## src/rtl/dmem_arbiter_if.sv

```systemverilog
// -----------------------------------------------------------------------------
// dmem_arbiter_if
//
// Bundle of every signal between the data-memory arbiter and its neighbours:
// the CPU data port, the ring NIC port, the single-port memory, and the
// conflict counter.
//
//   slave  modport : the arbiter's view (takes requests and memory read data,
//                    drives grants, stalls, read returns and the memory port)
//   master modport : the surrounding system's view (the opposite directions)
//
// Parameters
//   ADDR_W : address width of all ports
//   DATA_W : data width of all ports
//   CNT_W  : width of the conflict counter
// -----------------------------------------------------------------------------
interface dmem_arbiter_if #(
    parameter int ADDR_W = 32,
    parameter int DATA_W = 64,
    parameter int CNT_W  = 16
);
    // CPU data port (requester 0)
    logic              cpu_memEn;
    logic              cpu_memWrEn;
    logic [ADDR_W-1:0] cpu_addr;
    logic [DATA_W-1:0] cpu_wdata;
    logic [DATA_W-1:0] cpu_rdata;
    logic              cpu_stall;

    // Ring NIC port (requester 1)
    logic              nic_req;
    logic              nic_wrEn;
    logic [ADDR_W-1:0] nic_addr;
    logic [DATA_W-1:0] nic_wdata;
    logic              nic_gnt;
    logic [DATA_W-1:0] nic_rdata;
    logic              nic_rvalid;

    // Single-port data memory
    logic              mem_en;
    logic              mem_wrEn;
    logic [ADDR_W-1:0] mem_addr;
    logic [DATA_W-1:0] mem_wdata;
    logic [DATA_W-1:0] mem_rdata;

    // Performance debug
    logic [CNT_W-1:0]  conflict_cnt;

    modport slave (
        input  cpu_memEn, cpu_memWrEn, cpu_addr, cpu_wdata,
        input  nic_req, nic_wrEn, nic_addr, nic_wdata,
        input  mem_rdata,
        output cpu_rdata, cpu_stall,
        output nic_gnt, nic_rdata, nic_rvalid,
        output mem_en, mem_wrEn, mem_addr, mem_wdata,
        output conflict_cnt
    );

    modport master (
        output cpu_memEn, cpu_memWrEn, cpu_addr, cpu_wdata,
        output nic_req, nic_wrEn, nic_addr, nic_wdata,
        output mem_rdata,
        input  cpu_rdata, cpu_stall,
        input  nic_gnt, nic_rdata, nic_rvalid,
        input  mem_en, mem_wrEn, mem_addr, mem_wdata,
        input  conflict_cnt
    );
endinterface

```

## src/rtl/dmem_arbiter.sv

```systemverilog
// -----------------------------------------------------------------------------
// dmem_arbiter
//
// Shares one single-port data memory between the CPU data port (requester 0)
// and the ring NIC (requester 1). One access is granted per cycle; when both
// request, the one that did not win last time gets the memory, so sustained
// contention alternates strictly. The loser is stalled and must hold its
// request. Read data comes back from the memory one cycle after the grant and
// is steered to whichever requester issued that read. A saturating counter
// records cycles in which both requesters asked for the memory.
//
// Ports
//   clk   : single clock, all state on the rising edge
//   reset : asynchronous, active-low; clears all state and forces every
//           output to 0 while low
//   bus   : dmem_arbiter_if.slave - CPU, NIC and memory signals plus the
//           conflict counter
//
// Parameters must match those of the connected interface instance.
// -----------------------------------------------------------------------------
module dmem_arbiter #(
    parameter int ADDR_W = 32,
    parameter int DATA_W = 64,
    parameter int CNT_W  = 16
) (
    input  logic          clk,
    input  logic          reset,
    dmem_arbiter_if.slave bus
);

    typedef enum logic {
        OWN_CPU = 1'b0,
        OWN_NIC = 1'b1
    } owner_e;

    // -------------------------------------------------------------------------
    // State
    // -------------------------------------------------------------------------
    owner_e            last_q,         last_d;         // last winner
    logic              rd_pend_q,      rd_pend_d;      // read issued last cycle
    owner_e            rd_own_q,       rd_own_d;       // who issued that read
    logic [DATA_W-1:0] cpu_rdata_q,    cpu_rdata_d;    // held CPU load data
    logic [CNT_W-1:0]  conflict_cnt_q, conflict_cnt_d;

    // -------------------------------------------------------------------------
    // Combinational signals
    // -------------------------------------------------------------------------
    logic              cpu_req;
    logic              nic_req;
    logic              any_gnt;
    owner_e            winner;
    logic              gnt_wr;
    logic [ADDR_W-1:0] gnt_addr;
    logic [DATA_W-1:0] gnt_wdata;
    logic              rtn_cpu;
    logic              rtn_nic;

    // Requests are masked while reset is low so that no grant, stall or memory
    // enable can escape during reset, whatever the requesters are driving.
    assign cpu_req = bus.cpu_memEn & reset;
    assign nic_req = bus.nic_req   & reset;

    // -------------------------------------------------------------------------
    // Round-robin arbitration
    // -------------------------------------------------------------------------
    // NOTE: every signal assigned in an always_comb gets a default at the top
    // of the block; a path that leaves one unassigned would infer a latch.
    always_comb begin
        any_gnt = 1'b0;
        winner  = OWN_CPU;
        case ({cpu_req, nic_req})
            2'b10: begin
                any_gnt = 1'b1;
                winner  = OWN_CPU;
            end
            2'b01: begin
                any_gnt = 1'b1;
                winner  = OWN_NIC;
            end
            2'b11: begin
                // Whoever did not win last time goes now.
                any_gnt = 1'b1;
                winner  = (last_q == OWN_CPU) ? OWN_NIC : OWN_CPU;
            end
            default: begin
                any_gnt = 1'b0;
                winner  = OWN_CPU;
            end
        endcase
    end

    // -------------------------------------------------------------------------
    // Memory-port mux: the winner's command, or all zeros when idle
    // -------------------------------------------------------------------------
    always_comb begin
        gnt_wr    = 1'b0;
        gnt_addr  = '0;
        gnt_wdata = '0;
        if (any_gnt) begin
            if (winner == OWN_CPU) begin
                gnt_wr    = bus.cpu_memWrEn;
                gnt_addr  = bus.cpu_addr;
                gnt_wdata = bus.cpu_wdata;
            end else begin
                gnt_wr    = bus.nic_wrEn;
                gnt_addr  = bus.nic_addr;
                gnt_wdata = bus.nic_wdata;
            end
        end
    end

    // A return cycle is the cycle after a granted read; routing depends only
    // on who issued it, not on who is being granted now.
    assign rtn_cpu = rd_pend_q & (rd_own_q == OWN_CPU);
    assign rtn_nic = rd_pend_q & (rd_own_q == OWN_NIC);

    // -------------------------------------------------------------------------
    // Next-state logic
    // -------------------------------------------------------------------------
    always_comb begin
        last_d         = last_q;
        rd_pend_d      = 1'b0;
        rd_own_d       = rd_own_q;
        cpu_rdata_d    = cpu_rdata_q;
        conflict_cnt_d = conflict_cnt_q;

        if (any_gnt) begin
            last_d = winner;
        end

        // Writes and idle cycles leave nothing to return next cycle.
        if (any_gnt && !gnt_wr) begin
            rd_pend_d = 1'b1;
            rd_own_d  = winner;
        end

        // Hold the CPU's load data after its return cycle so it stays valid
        // however long the CPU takes to consume it.
        if (rtn_cpu) begin
            cpu_rdata_d = bus.mem_rdata;
        end

        if (cpu_req && nic_req && (conflict_cnt_q != {CNT_W{1'b1}})) begin
            conflict_cnt_d = conflict_cnt_q + CNT_W'(1);
        end
    end

    // -------------------------------------------------------------------------
    // State registers
    // -------------------------------------------------------------------------
    // NOTE: sequential state uses non-blocking assignments so every register
    // samples the values from before the edge, independent of statement order.
    always_ff @(posedge clk or negedge reset) begin
        if (!reset) begin
            // last_q starts at NIC so the first conflict after reset goes to
            // the CPU.
            last_q         <= OWN_NIC;
            rd_pend_q      <= 1'b0;
            rd_own_q       <= OWN_CPU;
            cpu_rdata_q    <= '0;
            conflict_cnt_q <= '0;
        end else begin
            last_q         <= last_d;
            rd_pend_q      <= rd_pend_d;
            rd_own_q       <= rd_own_d;
            cpu_rdata_q    <= cpu_rdata_d;
            conflict_cnt_q <= conflict_cnt_d;
        end
    end

    // -------------------------------------------------------------------------
    // Outputs
    // -------------------------------------------------------------------------
    assign bus.mem_en    = any_gnt;
    assign bus.mem_wrEn  = gnt_wr;
    assign bus.mem_addr  = gnt_addr;
    assign bus.mem_wdata = gnt_wdata;

    // A masked request is never granted, so both are 0 while reset is low.
    assign bus.cpu_stall = cpu_req & (winner != OWN_CPU);
    assign bus.nic_gnt   = nic_req & (winner == OWN_NIC);

    // Return-cycle data bypasses the holding register so loads see data with
    // exactly one cycle of latency.
    assign bus.cpu_rdata  = rtn_cpu ? bus.mem_rdata : cpu_rdata_q;
    assign bus.nic_rvalid = rtn_nic;
    assign bus.nic_rdata  = reset ? bus.mem_rdata : '0;

    assign bus.conflict_cnt = conflict_cnt_q;

endmodule

```

## src/flat_wrapper.sv

```systemverilog
// flat-port wrapper written by rule: the top's interface ports become plain ports
module dmem_arbiter_flat 
#(
    parameter int ADDR_W = 32,
    parameter int DATA_W = 64,
    parameter int CNT_W  = 16
)
  (clk, reset, bus_cpu_memEn, bus_cpu_memWrEn, bus_cpu_addr, bus_cpu_wdata, bus_nic_req, bus_nic_wrEn, bus_nic_addr, bus_nic_wdata, bus_mem_rdata, bus_cpu_rdata, bus_cpu_stall, bus_nic_gnt, bus_nic_rdata, bus_nic_rvalid, bus_mem_en, bus_mem_wrEn, bus_mem_addr, bus_mem_wdata, bus_conflict_cnt);
  dmem_arbiter_if #(.ADDR_W(ADDR_W), .DATA_W(DATA_W), .CNT_W(CNT_W)) bus_i ();
  input  logic clk;
  input  logic reset;
  input wire logic [$bits(bus_i.cpu_memEn)-1:0] bus_cpu_memEn;
  input wire logic [$bits(bus_i.cpu_memWrEn)-1:0] bus_cpu_memWrEn;
  input wire logic [$bits(bus_i.cpu_addr)-1:0] bus_cpu_addr;
  input wire logic [$bits(bus_i.cpu_wdata)-1:0] bus_cpu_wdata;
  input wire logic [$bits(bus_i.nic_req)-1:0] bus_nic_req;
  input wire logic [$bits(bus_i.nic_wrEn)-1:0] bus_nic_wrEn;
  input wire logic [$bits(bus_i.nic_addr)-1:0] bus_nic_addr;
  input wire logic [$bits(bus_i.nic_wdata)-1:0] bus_nic_wdata;
  input wire logic [$bits(bus_i.mem_rdata)-1:0] bus_mem_rdata;
  output wire logic [$bits(bus_i.cpu_rdata)-1:0] bus_cpu_rdata;
  output wire logic [$bits(bus_i.cpu_stall)-1:0] bus_cpu_stall;
  output wire logic [$bits(bus_i.nic_gnt)-1:0] bus_nic_gnt;
  output wire logic [$bits(bus_i.nic_rdata)-1:0] bus_nic_rdata;
  output wire logic [$bits(bus_i.nic_rvalid)-1:0] bus_nic_rvalid;
  output wire logic [$bits(bus_i.mem_en)-1:0] bus_mem_en;
  output wire logic [$bits(bus_i.mem_wrEn)-1:0] bus_mem_wrEn;
  output wire logic [$bits(bus_i.mem_addr)-1:0] bus_mem_addr;
  output wire logic [$bits(bus_i.mem_wdata)-1:0] bus_mem_wdata;
  output wire logic [$bits(bus_i.conflict_cnt)-1:0] bus_conflict_cnt;
  assign bus_i.cpu_memEn = bus_cpu_memEn;
  assign bus_i.cpu_memWrEn = bus_cpu_memWrEn;
  assign bus_i.cpu_addr = bus_cpu_addr;
  assign bus_i.cpu_wdata = bus_cpu_wdata;
  assign bus_i.nic_req = bus_nic_req;
  assign bus_i.nic_wrEn = bus_nic_wrEn;
  assign bus_i.nic_addr = bus_nic_addr;
  assign bus_i.nic_wdata = bus_nic_wdata;
  assign bus_i.mem_rdata = bus_mem_rdata;
  assign bus_cpu_rdata = bus_i.cpu_rdata;
  assign bus_cpu_stall = bus_i.cpu_stall;
  assign bus_nic_gnt = bus_i.nic_gnt;
  assign bus_nic_rdata = bus_i.nic_rdata;
  assign bus_nic_rvalid = bus_i.nic_rvalid;
  assign bus_mem_en = bus_i.mem_en;
  assign bus_mem_wrEn = bus_i.mem_wrEn;
  assign bus_mem_addr = bus_i.mem_addr;
  assign bus_mem_wdata = bus_i.mem_wdata;
  assign bus_conflict_cnt = bus_i.conflict_cnt;
  dmem_arbiter #(.ADDR_W(ADDR_W), .DATA_W(DATA_W), .CNT_W(CNT_W)) u_core (.clk(clk), .reset(reset), .bus(bus_i));
endmodule
```

## config.mk

```make
export PLATFORM = sky130hd
export DESIGN_NAME = dmem_arbiter_flat
export DESIGN_NICKNAME = d
export VERILOG_FILES = /design/src/rtl/dmem_arbiter_if.sv /design/src/rtl/dmem_arbiter.sv /design/src/flat_wrapper.sv
export SDC_FILE = /design/constraint.sdc
export NUM_CORES = 1
export LEC_CHECK = 0
export ABC_AREA = 1
export ABC_CLOCK_PERIOD_IN_PS = 2100
export CORE_AREA = 10 10 187 189
export CTS_CLUSTER_DIAMETER = 60
export DETAILED_ROUTE_END_ITERATION = 8
export DIE_AREA = 0 0 197 199
export GPL_ROUTABILITY_DRIVEN = 0
export PLACE_DENSITY = 0.53
export SLEW_MARGIN = 20
export SYNTH_ARGS = -nofsm -noshare
export SYNTH_HDL_FRONTEND = slang
export SYNTH_SLANG_ARGS = --single-unit
export TNS_END_PERCENT = 30
```

## constraint.sdc

```tcl
create_clock -name clk -period 2.1 [get_ports clk]
set_input_delay 0.525 -clock clk [delete_from_list [all_inputs] [get_ports clk]]
set_output_delay 0.525 -clock clk [all_outputs]
set_load 0.01 [all_outputs]
```

==> metrics.txt <==
# TYPE chip_impl_metric gauge
chip_impl_metric{name="core_area",unit="mm²"} 0.0312
chip_impl_metric{name="timing.clock.skew",unit="ns"} 0.00574
chip_impl_metric{name="postSynthRegisterBits",unit=""} 83
chip_impl_metric{name="n_fill_cell",unit=""} 3205
chip_impl_metric{name="critPathArrivalTime",unit="ns"} 1.90
chip_impl_info{name="yosysTopAreaCell",value="sky130_fd_sc_hd__dfrtp_1"} 1
chip_impl_metric{name="reg2reg_setup_slack",unit="ns"} 0.45
chip_impl_metric{name="synthToLayoutAreaGrowth",unit="%"} 133
chip_impl_metric{name="half_perimeter_wire_length_after_placement",unit="µm"} 27400
chip_impl_metric{name="rows",unit=""} 65
chip_impl_metric{name="synthDominantCellAreaShare",unit="%"} 38.1
chip_impl_metric{name="fin_crit_sh",unit="%"} 115
chip_impl_metric{name="die_area",unit="mm²"} 0.0392
chip_impl_info{name="critical_path.reg2reg.startpoint",value="u_core.bus.conflict_cnt[1]$_DFFE_PN0P_"} 1
chip_impl_metric{name="period_needed",unit="ns"} 2.42
chip_impl_metric{name="pin_count_of_the_biggest_net_entering_global_routing",unit=""} 85
chip_impl_info{name="run_status",value="complete, but fails checks"} 1
chip_impl_metric{name="post_synth_num_cell_types",unit=""} 24
chip_impl_metric{name="asyncSetResetFlopFracSynth",unit="%"} 100
chip_impl_metric{name="power.combinational.fraction",unit="%"} 50.2
chip_impl_metric{name="setup_total_negative_slack",unit="ns"} -23.80
chip_impl_metric{name="detail_route.vias_per_cell",unit=""} 4.14
chip_impl_metric{name="drt_drc_violations_left",unit=""} 0
chip_impl_metric{name="cts.sinks",unit=""} 83
chip_impl_metric{name="max_stage_delay_on_crit_path",unit="ns"} 0.21
chip_impl_info{name="synthFlopType",value="sky130_fd_sc_hd__dfrtp_1"} 1
chip_impl_info{name="tritoncts_clock_tree",value="built"} 1
chip_impl_metric{name="place_inst",unit=""} 1667
chip_impl_metric{name="r2r_cells",unit=""} 6
chip_impl_metric{name="ys.warnings.count",unit=""} 0
chip_impl_metric{name="power-per-cell-area",unit="mW/mm²"} 583
chip_impl_metric{name="critical_path_peak_fanout",unit=""} 7
chip_impl_metric{name="drt.antenna.violating_nets",unit=""} 0
chip_impl_metric{name="cts.hold.buffers_added",unit=""} 0
chip_impl_info{name="worst_r2r_endpoint",value="u_core.bus.conflict_cnt[6]$_DFFE_PN0P_"} 1
chip_impl_metric{name="postLayoutCoreUtil",unit="%"} 40.1
chip_impl_metric{name="synthesis.area_per_instance",unit="µm²"} 7.10
chip_impl_metric{name="tightest_slew",unit="ns"} 0.293
chip_impl_metric{name="max-cap-violations",unit=""} 0
chip_impl_info{name="yosysMostFrequentCell",value="sky130_fd_sc_hd__nor2_1"} 1
chip_impl_metric{name="number_of_input_and_output_port_buffers_inserted",unit=""} 506
chip_impl_metric{name="initial_core_util",unit="%"} 17.2
chip_impl_metric{name="total_switching_power",unit="µW"} 2400
chip_impl_info{name="failed_checks",value="setup timing"} 1
chip_impl_metric{name="cp.required",unit="ns"} 1.57
chip_impl_metric{name="cts_buffer_depth",unit=""} 2
chip_impl_metric{name="die_w",unit="µm"} 197
chip_impl_info{name="cp-start-kind",value="input pin"} 1
chip_impl_info{name="worst_path_cell_chain",value="buf_4 > nand2_2 > a21oi_4 > buf_6 > clkinv_8 > buf_12 > buf_12 > buf_6 > nor2_4 > nor2_2 > buf_2"} 1
chip_impl_metric{name="layout.nets",unit=""} 1590
chip_impl_metric{name="routed_length_per_instance",unit="µm"} 20.1
chip_impl_metric{name="swShare",unit="%"} 32.9
chip_impl_metric{name="syn_nets",unit=""} 1021
chip_impl_info{name="critical_path_type",value="input pin to output pin"} 1
chip_impl_metric{name="final_worst_path_setup_slack",unit="ns"} -0.320
chip_impl_metric{name="syn-instance-count",unit=""} 758
chip_impl_info{name="setup_repair_after_global_routing_missed_its_margin",value="true"} 1
chip_impl_metric{name="antenna_found_initial",unit=""} 4
chip_impl_metric{name="power.ir.vdd_worst",unit="µV"} 281
chip_impl_info{name="cpMaxStageDelayCell",value="sky130_fd_sc_hd__a21oi_4"} 1
chip_impl_metric{name="route.vias.total",unit=""} 7186
chip_impl_metric{name="synth_edf_count",unit=""} 0
chip_impl_metric{name="numCtsBuffers",unit=""} 9
chip_impl_metric{name="io-pin-count",unit=""} 507
chip_impl_metric{name="final-hold-violation-count",unit=""} 0
chip_impl_metric{name="hold-worst-slack",unit="ns"} 0.288
chip_impl_metric{name="synthesis.area",unit="mm²"} 0.00538
chip_impl_metric{name="clkTransAtPathRegs",unit="ns"} 0.06
chip_impl_metric{name="gr-total-overflow",unit=""} 0
chip_impl_info{name="min_path_type",value="input pin to async pin"} 1
chip_impl_info{name="cp-end-kind",value="output pin"} 1
chip_impl_metric{name="number_of_global_route_vias_before_repair",unit=""} 7451
chip_impl_metric{name="achievable-frequency",unit="MHz"} 413
chip_impl_metric{name="layout-drive-gt1-share",unit="%"} 34.9
chip_impl_metric{name="postRouteWirelength",unit="µm"} 34900
chip_impl_info{name="clockRootBuffer",value="sky130_fd_sc_hd__clkbuf_16"} 1
chip_impl_metric{name="seqPwrFrac",unit="%"} 29.9
chip_impl_metric{name="drtPass1Iterations",unit=""} 4
chip_impl_metric{name="cellInternalPower",unit="µW"} 4900
chip_impl_metric{name="drv_slew",unit=""} 0
chip_impl_metric{name="power.leakage",unit="µW"} 0.00688
chip_impl_metric{name="clock_insertion_delay_worst_skew",unit="ns"} 0.34
chip_impl_metric{name="global_route_wire_length_before_repair",unit="µm"} 47700
chip_impl_metric{name="instances_no_fill",unit=""} 1736
chip_impl_metric{name="max_slew_margin",unit="%"} 80.2
chip_impl_metric{name="die_y",unit="µm"} 199
chip_impl_info{name="synth.top_cells.by_area",value="sky130_fd_sc_hd__dfrtp_1 (38%), sky130_fd_sc_hd__nor2_1 (15%), sky130_fd_sc_hd__mux2_2 (13%)"} 1
chip_impl_metric{name="gr-usage-all-layers",unit="%"} 15.9
chip_impl_metric{name="drt_iter0_markers",unit=""} 287
chip_impl_metric{name="setup_viol",unit=""} 158
chip_impl_metric{name="synth_sequential_area_ratio",unit="%"} 38.6
chip_impl_info{name="yosys-top-cells-count",value="sky130_fd_sc_hd__nor2_1 (209), sky130_fd_sc_hd__nand2_1 (139), sky130_fd_sc_hd__o21ai_0 (100)"} 1
chip_impl_metric{name="clkPwrFrac",unit="%"} 20.0
chip_impl_metric{name="htreeDepth",unit=""} 3
==> repair_timing <==
action                                  CTS  global route
gates cloned                              9             7
endpoints found under the setup margin  228           228
pin swaps                                22            26
resized for setup                       635           370
setup buffers                            21            17
hold endpoints to repair                  0             0
==> worst max-delay path, delay by kind of cell <==
family                 cells  cell delay (ns)
AOI/OAI and AO/OA          1             0.21
and+or+nand+nor            3             0.23
buffers and inverters      7             0.93
==> stage by stage <==
| step | power (µW) | cell area [µm²] | setup slack (ns) |
|---|---|---|---|
| floorplan | 3410 | 5380 | 0.185 |
| detailed placement | 5700 | 11300 | -0.977 |
| finish | 7290 | 12500 | -0.320 |
| CTS | 7110 | 11900 | -0.340 |
| global route | 7760 | 12500 | -0.414 |
| global placement | 5680 | 11300 | -0.955 |
==> area by class of cell <==
class / instances / area [µm²] / share of cell area, %
well taps: 402 / 503 / 4.02
repair buffers: 602 / 6010 / 48.0
diodes: 3 / 7.51 / 0.0600
inverters: 85 / 334 / 2.67
multi-input cells: 546 / 3320 / 26.5
flip-flops and latches: 83 / 2080 / 16.6
clock inverters: 4 / 27.5 / 0.220
clock buffers: 11 / 243 / 1.94
==> registers in the layout (all words and copies together), names as in the netlist <==
signal / cells
u_core.rd_pend_q: 1
u_core.bus.conflict_cnt: 16
u_core.last_q: 1
u_core.cpu_rdata_q: 64
u_core.rd_own_q: 1
==> kinds of logic (layout without fill, tap and decap cells) <==
logic type | after synthesis | in the layout | share of synthesized area (%)
adders and majority gates | 1 | 1 | 0.233
DFF | 83 | 83 | 38.6
AOI/OAI and AO/OA | 104 | 104 | 10.1
buffers and inverters | 129 | 702 | 9.60
xor gates and xnor gates | 6 | 6 | 0.977
and+or+nand+nor | 371 | 371 | 27.1
muxes | 64 | 64 | 13.4
other | 0 | 3 | 0
==> worst max path at each step <==
stage / from / endpoint / slack, ns / depth (start not counted)
final: reset / bus_mem_wdata[8] / -0.32 / 11
after CTS: u_core.last_q$_DFFE_PN1P_ / bus_mem_wdata[43] / -0.34 / 8
after global routing: u_core.last_q$_DFFE_PN1P_ / bus_mem_wdata[0] / -0.41 / 9
after floorplan: reset / bus_mem_wdata[54] / 0.19 / 6
after global placement: bus_nic_req / bus_mem_wdata[4] / -0.96 / 8
after detailed placement: bus_nic_req / bus_mem_wdata[42] / -0.98 / 8
==> metal layers <==
metal  vias to the layer above  share of wire, %  global-route usage [%]
met5                         -             0.037                       0
met4                         2               1.4                    4.73
met3                        23               9.8                    7.00
met2                       334                51                    28.3
met1                      3310                38                    16.6
li1                       3517                 -                       -
==> power by group through the flow <==
stage | clock network, µW | logic (µW) | registers (µW)
6_report | 1460 | 3660 | 2180
5_1_grt | 1620 | 3910 | 2230
4_1_cts | 1540 | 3390 | 2170
3_5_place_dp | 0 | 3500 | 2200
3_3_place_gp | 0 | 3490 | 2180
2_1_floorplan | 0 | 1230 | 2180
==> cells in the final DEF (no fill, tap or decap), drive strengths merged <==
master,n
clkinvlp,3
nor2,211
a21boi,1
dlymetal6s2s,69
nand2,142
dfrtp,82
ha,1
clkdlybuf4s15,4
clkinv,2
clkdlybuf4s50,271
nor3,1
bufbuf,2
dfstp,1
diode,3
xnor2,6
a21oi,1
clkbuf,42
nand3,9
inv,84
mux2,64
o21ai,102
buf,225
nand4,8
Note: power is estimated with default switching activity, not from simulation.
